[config.mk]
export PLATFORM = sky130hd
export DESIGN_NAME = sr_bank_sched_flat
export DESIGN_NICKNAME = d
export VERILOG_FILES = /design/src/rtl/sr_bank_sched_if.sv /design/src/rtl/sr_bank_sched.sv /design/src/flat_wrapper.sv
export SDC_FILE = /design/constraint.sdc
export NUM_CORES = 1
export LEC_CHECK = 0
export BUFFER_PORTS_ARGS = -buffer_cell sky130_fd_sc_hd__buf_2
export CAP_MARGIN = 30
export CORE_UTILIZATION = 42
export CTS_CLUSTER_DIAMETER = 120
export DETAILED_ROUTE_END_ITERATION = 10
export PLACE_DENSITY = 0.67
export SETUP_SLACK_MARGIN = 0.3
export SKIP_CTS_REPAIR_TIMING = 1
export SYNTH_ARGS = -nofsm -noshare
export SYNTH_HDL_FRONTEND = slang
export SYNTH_SLANG_ARGS = --single-unit
export TNS_END_PERCENT = 1
[constraint.sdc]
create_clock -name clk -period 3 [get_ports clk]
set_clock_uncertainty 0.15 [all_clocks]
set_input_delay 0.15 -clock clk [delete_from_list [all_inputs] [get_ports clk]]
set_output_delay 0.15 -clock clk [all_outputs]
set_load 0.01 [all_outputs]
[src/rtl/sr_bank_sched_if.sv]
// rtl/sr_bank_sched_if.sv - requester/bank-state bundle for the SR bank scheduler
// The master side is the pair of requesters; the slave side is the scheduler.
interface sr_bank_sched_if #(
  parameter int WIDTH = 8
);
  logic             a_valid;
  logic [WIDTH-1:0] a_s;
  logic [WIDTH-1:0] a_r;
  logic             a_pulse;
  logic             a_ready;
  logic             b_valid;
  logic [WIDTH-1:0] b_s;
  logic [WIDTH-1:0] b_r;
  logic             b_pulse;
  logic             b_ready;
  logic [WIDTH-1:0] q;
  logic [WIDTH-1:0] qbar;
  logic             err_a;
  logic             err_b;
  logic             busy;

  modport master (
    output a_valid, a_s, a_r, a_pulse, b_valid, b_s, b_r, b_pulse,
    input  a_ready, b_ready, q, qbar, err_a, err_b, busy
  );

  modport slave (
    input  a_valid, a_s, a_r, a_pulse, b_valid, b_s, b_r, b_pulse,
    output a_ready, b_ready, q, qbar, err_a, err_b, busy
  );
endinterface

[src/rtl/sr_bank_sched.sv]
// rtl/sr_bank_sched.sv - round-robin scheduler for an SR flip-flop bank
// Two requesters set/reset bits directly, or set bits for a timed pulse.
module sr_bank_sched #(
  parameter int WIDTH     = 8,
  parameter int PULSE_LEN = 4
) (
  input  logic            clk,
  input  logic            rst,
  sr_bank_sched_if.slave  bus
);

  typedef enum logic {IDLE, PULSE} state_t;

  localparam logic [7:0] CNT_INIT = 8'(PULSE_LEN - 1);

  state_t           r_state, w_state_nxt;
  logic [WIDTH-1:0] r_q, w_q_nxt;
  logic [WIDTH-1:0] r_mask, w_mask_nxt;
  logic [7:0]       r_cnt, w_cnt_nxt;
  logic             r_last_b, w_last_b_nxt;
  logic             r_err_a, w_err_a_nxt;
  logic             r_err_b, w_err_b_nxt;

  logic             w_a_ready, w_b_ready, w_acc;
  logic [WIDTH-1:0] w_sel_s, w_sel_r;
  logic             w_sel_pulse, w_illegal;

  // Contention goes to whoever did not win last; r_last_b=1 means B won last.
  always_comb begin
    w_a_ready = 1'b0;
    w_b_ready = 1'b0;
    if (!rst && r_state == IDLE) begin
      if (bus.a_valid && bus.b_valid) begin
        w_a_ready = r_last_b;
        w_b_ready = !r_last_b;
      end else begin
        w_a_ready = bus.a_valid;
        w_b_ready = bus.b_valid;
      end
    end
  end

  assign w_acc       = w_a_ready | w_b_ready;
  assign w_sel_s     = w_a_ready ? bus.a_s : bus.b_s;
  assign w_sel_r     = w_a_ready ? bus.a_r : bus.b_r;
  assign w_sel_pulse = w_a_ready ? bus.a_pulse : bus.b_pulse;
  assign w_illegal   = (|(w_sel_s & w_sel_r)) | (w_sel_pulse & (|w_sel_r));

  always_comb begin
    w_state_nxt  = r_state;
    w_q_nxt      = r_q;
    w_mask_nxt   = r_mask;
    w_cnt_nxt    = r_cnt;
    w_last_b_nxt = r_last_b;
    w_err_a_nxt  = 1'b0;
    w_err_b_nxt  = 1'b0;
    case (r_state)
      IDLE: begin
        if (w_acc) begin
          w_last_b_nxt = w_b_ready;
          if (w_illegal) begin
            w_err_a_nxt = w_a_ready;
            w_err_b_nxt = w_b_ready;
          end else if (w_sel_pulse) begin
            w_q_nxt     = r_q | w_sel_s;
            w_mask_nxt  = w_sel_s;
            w_cnt_nxt   = CNT_INIT;
            w_state_nxt = PULSE;
          end else begin
            w_q_nxt = (r_q | w_sel_s) & ~w_sel_r;
          end
        end
      end
      PULSE: begin
        // Clearing the whole mask also drops bits that were already set.
        if (r_cnt == 8'd0) begin
          w_q_nxt     = r_q & ~r_mask;
          w_state_nxt = IDLE;
        end else begin
          w_cnt_nxt = r_cnt - 8'd1;
        end
      end
      default: w_state_nxt = IDLE;
    endcase
  end

  always_ff @(posedge clk) begin
    if (rst) begin
      r_state  <= IDLE;
      r_q      <= '0;
      r_mask   <= '0;
      r_cnt    <= 8'd0;
      r_last_b <= 1'b1;
      r_err_a  <= 1'b0;
      r_err_b  <= 1'b0;
    end else begin
      r_state  <= w_state_nxt;
      r_q      <= w_q_nxt;
      r_mask   <= w_mask_nxt;
      r_cnt    <= w_cnt_nxt;
      r_last_b <= w_last_b_nxt;
      r_err_a  <= w_err_a_nxt;
      r_err_b  <= w_err_b_nxt;
    end
  end

  assign bus.a_ready = w_a_ready;
  assign bus.b_ready = w_b_ready;
  assign bus.q       = r_q;
  assign bus.qbar    = ~r_q;
  assign bus.err_a   = r_err_a;
  assign bus.err_b   = r_err_b;
  assign bus.busy    = (r_state == PULSE);

endmodule

[src/flat_wrapper.sv]
// flat-port wrapper written by rule: the top's interface ports become plain ports
module sr_bank_sched_flat 
#(
  parameter int WIDTH     = 8,
  parameter int PULSE_LEN = 4
)
  (clk, rst, bus_a_valid, bus_a_s, bus_a_r, bus_a_pulse, bus_b_valid, bus_b_s, bus_b_r, bus_b_pulse, bus_a_ready, bus_b_ready, bus_q, bus_qbar, bus_err_a, bus_err_b, bus_busy);
  sr_bank_sched_if #(.WIDTH(WIDTH)) bus_i ();
  input  logic clk;
  input  logic rst;
  input wire logic [$bits(bus_i.a_valid)-1:0] bus_a_valid;
  input wire logic [$bits(bus_i.a_s)-1:0] bus_a_s;
  input wire logic [$bits(bus_i.a_r)-1:0] bus_a_r;
  input wire logic [$bits(bus_i.a_pulse)-1:0] bus_a_pulse;
  input wire logic [$bits(bus_i.b_valid)-1:0] bus_b_valid;
  input wire logic [$bits(bus_i.b_s)-1:0] bus_b_s;
  input wire logic [$bits(bus_i.b_r)-1:0] bus_b_r;
  input wire logic [$bits(bus_i.b_pulse)-1:0] bus_b_pulse;
  output wire logic [$bits(bus_i.a_ready)-1:0] bus_a_ready;
  output wire logic [$bits(bus_i.b_ready)-1:0] bus_b_ready;
  output wire logic [$bits(bus_i.q)-1:0] bus_q;
  output wire logic [$bits(bus_i.qbar)-1:0] bus_qbar;
  output wire logic [$bits(bus_i.err_a)-1:0] bus_err_a;
  output wire logic [$bits(bus_i.err_b)-1:0] bus_err_b;
  output wire logic [$bits(bus_i.busy)-1:0] bus_busy;
  assign bus_i.a_valid = bus_a_valid;
  assign bus_i.a_s = bus_a_s;
  assign bus_i.a_r = bus_a_r;
  assign bus_i.a_pulse = bus_a_pulse;
  assign bus_i.b_valid = bus_b_valid;
  assign bus_i.b_s = bus_b_s;
  assign bus_i.b_r = bus_b_r;
  assign bus_i.b_pulse = bus_b_pulse;
  assign bus_a_ready = bus_i.a_ready;
  assign bus_b_ready = bus_i.b_ready;
  assign bus_q = bus_i.q;
  assign bus_qbar = bus_i.qbar;
  assign bus_err_a = bus_i.err_a;
  assign bus_err_b = bus_i.err_b;
  assign bus_busy = bus_i.busy;
  sr_bank_sched #(.WIDTH(WIDTH), .PULSE_LEN(PULSE_LEN)) u_core (.clk(clk), .rst(rst), .bus(bus_i));
endmodule
==> impl_metrics.env <==
export IMPL_slew_violations=0
export IMPL_hp_start="bus_b_valid"
export IMPL_max_cap_violations=0
export IMPL_fin_crit_sh=0.8309
export IMPL_gp_routability_congestion=0.8722
export IMPL_synth_top_cells_by_area="dfxtp_1 (31%), a211oi_2 (5.5%), mux2i_1 (4.9%), nor3_1 (3.8%), a31oi_1 (3.8%)"
export IMPL_critical_path_max_stage_delay_ns=0.53
export IMPL_overflow_left_after_global_routing=0
export IMPL_synthesis_instances=222
export IMPL_critical_path_end_type="register"
export IMPL_min_path_type="input pin to register"
export IMPL_antenna_diode_count=0
export IMPL_overall_die_area_um2=4617
export IMPL_detail_routed_net_length_per_standard_cell_um=15.42
export IMPL_worst_flop_to_flop_path_startpoint="u_core.r_cnt[0]"
export IMPL_fmaxAchievable_mhz=401.2
export IMPL_timing_critical_path_cells="inv_1, ha_1, or3b_4, or4b_4, nor2_4, a31oi_1, buf_4, a311o_1"
export IMPL_synth_top_cell_by_area="dfxtp_1"
export IMPL_arrival_ns=2.52
export IMPL_grtUsageTotal=0.2266
export IMPL_timing_worst_slew_pin_value_ns=0.6445
export IMPL_clock_insertion_delay_worst_skew_ns=0.28
export IMPL_floorplan_initialDensity=0.4470
export IMPL_setup_tns_final_ns=0
export IMPL_yosysWarningCount=0
export IMPL_synth_top_cell_area_share=0.3068
export IMPL_cp_start_kind="register"
export IMPL_static_leakage_power_nw=0.9275
export IMPL_synth_main_ff_cell="dfxtp_1"
export IMPL_layout_cells_most_common="buf_2"
export IMPL_synth_async_reset_ratio=0
export IMPL_clk_pin_slew_ns=0.10
export IMPL_final_stage_net_count=322
export IMPL_drtAntennaViolNets=0
export IMPL_setup_worst_path_class="register to register"
export IMPL_postSynthRegisterBits=28
export IMPL_area_growth_synth_to_final_pct=22.53
export IMPL_p_switching_uw=208.7
export IMPL_reg2reg_depth=8
export IMPL_drt_iter0_markers=140
export IMPL_cp_data_required_time_ns=3.03
export IMPL_avgSynthCellArea_um2=8.229
export IMPL_finalWorstPathRequiredPeriod_ns=2.493
export IMPL_floorplan_rows=23
export IMPL_netSwitchingFraction=0.2825
export IMPL_grt_first_pass_wirelength_um=7769
export IMPL_vdd_ir_drop_max_uv=273.0
export IMPL_grt_antenna_before_repair=0
export IMPL_power_internal_uw=530.3
export IMPL_comb_power_share=0.201
export IMPL_most_frequent_cells_in_the_layout="buf_2 (58), dfxtp_1 (28), nor2_1 (15), inv_1 (14), nor3_1 (14)"
export IMPL_finalHoldWorstSlack_ns=0.08062
export IMPL_p_per_area_nw_per_um2=330.1
export IMPL_synth_area_um2=1827
export IMPL_clock_tree_sinks=28
export IMPL_share_clk_of_total_power=0.278
export IMPL_seq_area_frac_synth=0.3068
export IMPL_worstHoldPathCells=3
export IMPL_grt_start_max_net_pins=27
export IMPL_grt_setup_unrepaired="false"
export IMPL_clockRootBuffer="clkbuf_8"
export IMPL_synth_net_count=261
export IMPL_die_height_um=67.95
export IMPL_cts_inserted_buffers=3
export IMPL_via_count=1913
export IMPL_drcViolationCount=0
export IMPL_die_width_um=67.95
export IMPL_hold_path_endpoint="u_core.r_last_b"
export IMPL_rr_endpoint="u_core.bus.q[6]"
export IMPL_first_global_vias=1667
export IMPL_yosysUniqueCellTypes=49
export IMPL_sequentialPowerShare=0.520
export IMPL_number_of_enable_type_register_cells_in_the_synthesized_netlist=0
export IMPL_status="complete, no violations"
export IMPL_design_portCount=59
export IMPL_worst_slew_margin_rel=0.5658
export IMPL_cts_tree="built"
export IMPL_hold_viol=0
export IMPL_count_of_tritonroute_iterations_in_the_first_routing_pass=4
export IMPL_cts_htree_levels=1
export IMPL_timing_critical_path_from="u_core.r_cnt[0]"
export IMPL_setup_reg_to_reg_worst_slack_ns=0.51
export IMPL_routed_wl_um=5104
export IMPL_worstPathMaxFanout=8
export IMPL_drive_above_1_share=0.3452
export IMPL_cts_max_path_buffers=2
export IMPL_hpwl_after_detailed_placement_um=3808
export IMPL_timing_critical_path_slowest_stage_cell="or4b_4"
export IMPL_setup_violations=0
export IMPL_numPortBuffers=58
export IMPL_core_outline_area_um2=4086
export IMPL_vias_per_cell=5.779
-- power groups by stage --
stage,logic [mW],clock network [mW],registers (mW)
2_1_floorplan,0.0777,0,0.395
3_3_place_gp,0.146,0,0.393
3_5_place_dp,0.145,0,0.393
4_1_cts,0.146,0.217,0.384
5_1_grt,0.163,0.235,0.386
6_report,0.149,0.206,0.384
-- worst max-delay path, delay by kind of cell (launching register included) --
family / cells / cell delay (ns)
simple gates: 3 / 1.06
compound gates: 2 / 0.43
buf+inv: 2 / 0.26
fa+ha+maj: 1 / 0.16
flops: 1 / 0.34
-- sequential cells by signal, summed over array words and instances (netlist names) --
signal and flops:
u_core.r_cnt 8, u_core.r_last_b 1, u_core.bus.err_b 1, u_core.r_mask 8, u_core.bus.err_a 1, u_core.bus.q 8, u_core.bus.busy 1
-- cells by family after synthesis --
group | synth area share
and+or+nand+nor | 0.2747
buffers and inverters | 0.06917
AOI/OAI and AO/OA | 0.2931
DFF | 0.3069
muxes | 0.04932
adders and majority gates | 0.006848
-- per-stage QoR --
stage	power [mW]	util	setup WS, ns	cells	cell area [um2]
after global placement	0.5386	0.5282	0.3131	325	2158
after floorplan	0.4731	-	0.6743	222	1827
after detailed placement	0.5379	0.5282	0.2715	325	2158
final	0.7390	0.5478	0.5072	331	2238
after CTS	0.7477	0.5383	0.2430	328	2200
after global routing	0.7833	0.5478	0.3975	331	2238
-- final cells by class --
class,instances,area (um2)
flip-flops and latches,28,560.5
repair buffers,67,357.8
fillers,387,1848
well taps,50,62.56
inverters,16,60.06
multi-input cells,167,1156
clock buffers,3,41.29
-- worst max path at each step --
| stage | to | depth (start not counted) |
|---|---|---|
| floorplan | u_core.bus.q[6] | 7 |
| global placement | u_core.bus.q[6] | 7 |
| detailed placement | u_core.bus.q[6] | 7 |
| CTS | u_core.bus.q[6] | 6 |
| global route | u_core.bus.q[6] | 8 |
| finish | u_core.bus.q[6] | 8 |
-- Yosys cell counts (3+ instances only) --
cell	instances
buf_6	3
mux2i_1	9
nand2b_1	4
inv_1	14
nand4_1	8
a311oi_1	4
nand2_1	13
o21a_1	6
nor3_1	14
a22oi_1	8
o21ai_0	5
clkbuf_1	6
dfxtp_1	28
a211oi_2	8
nor2_2	3
and3_1	10
nor2_1	16
o211ai_1	5
a31oi_1	11
a21oi_1	7
nand3_1	7
-- metal layers --
layer  GRT usage  routed length (um)
met2      0.3909                2448
met3     0.04667                 348
met4     0.05990                  36
met1      0.2830                2270
met5           0                   0
No activity file was read; power rests on OpenSTA's default activity.
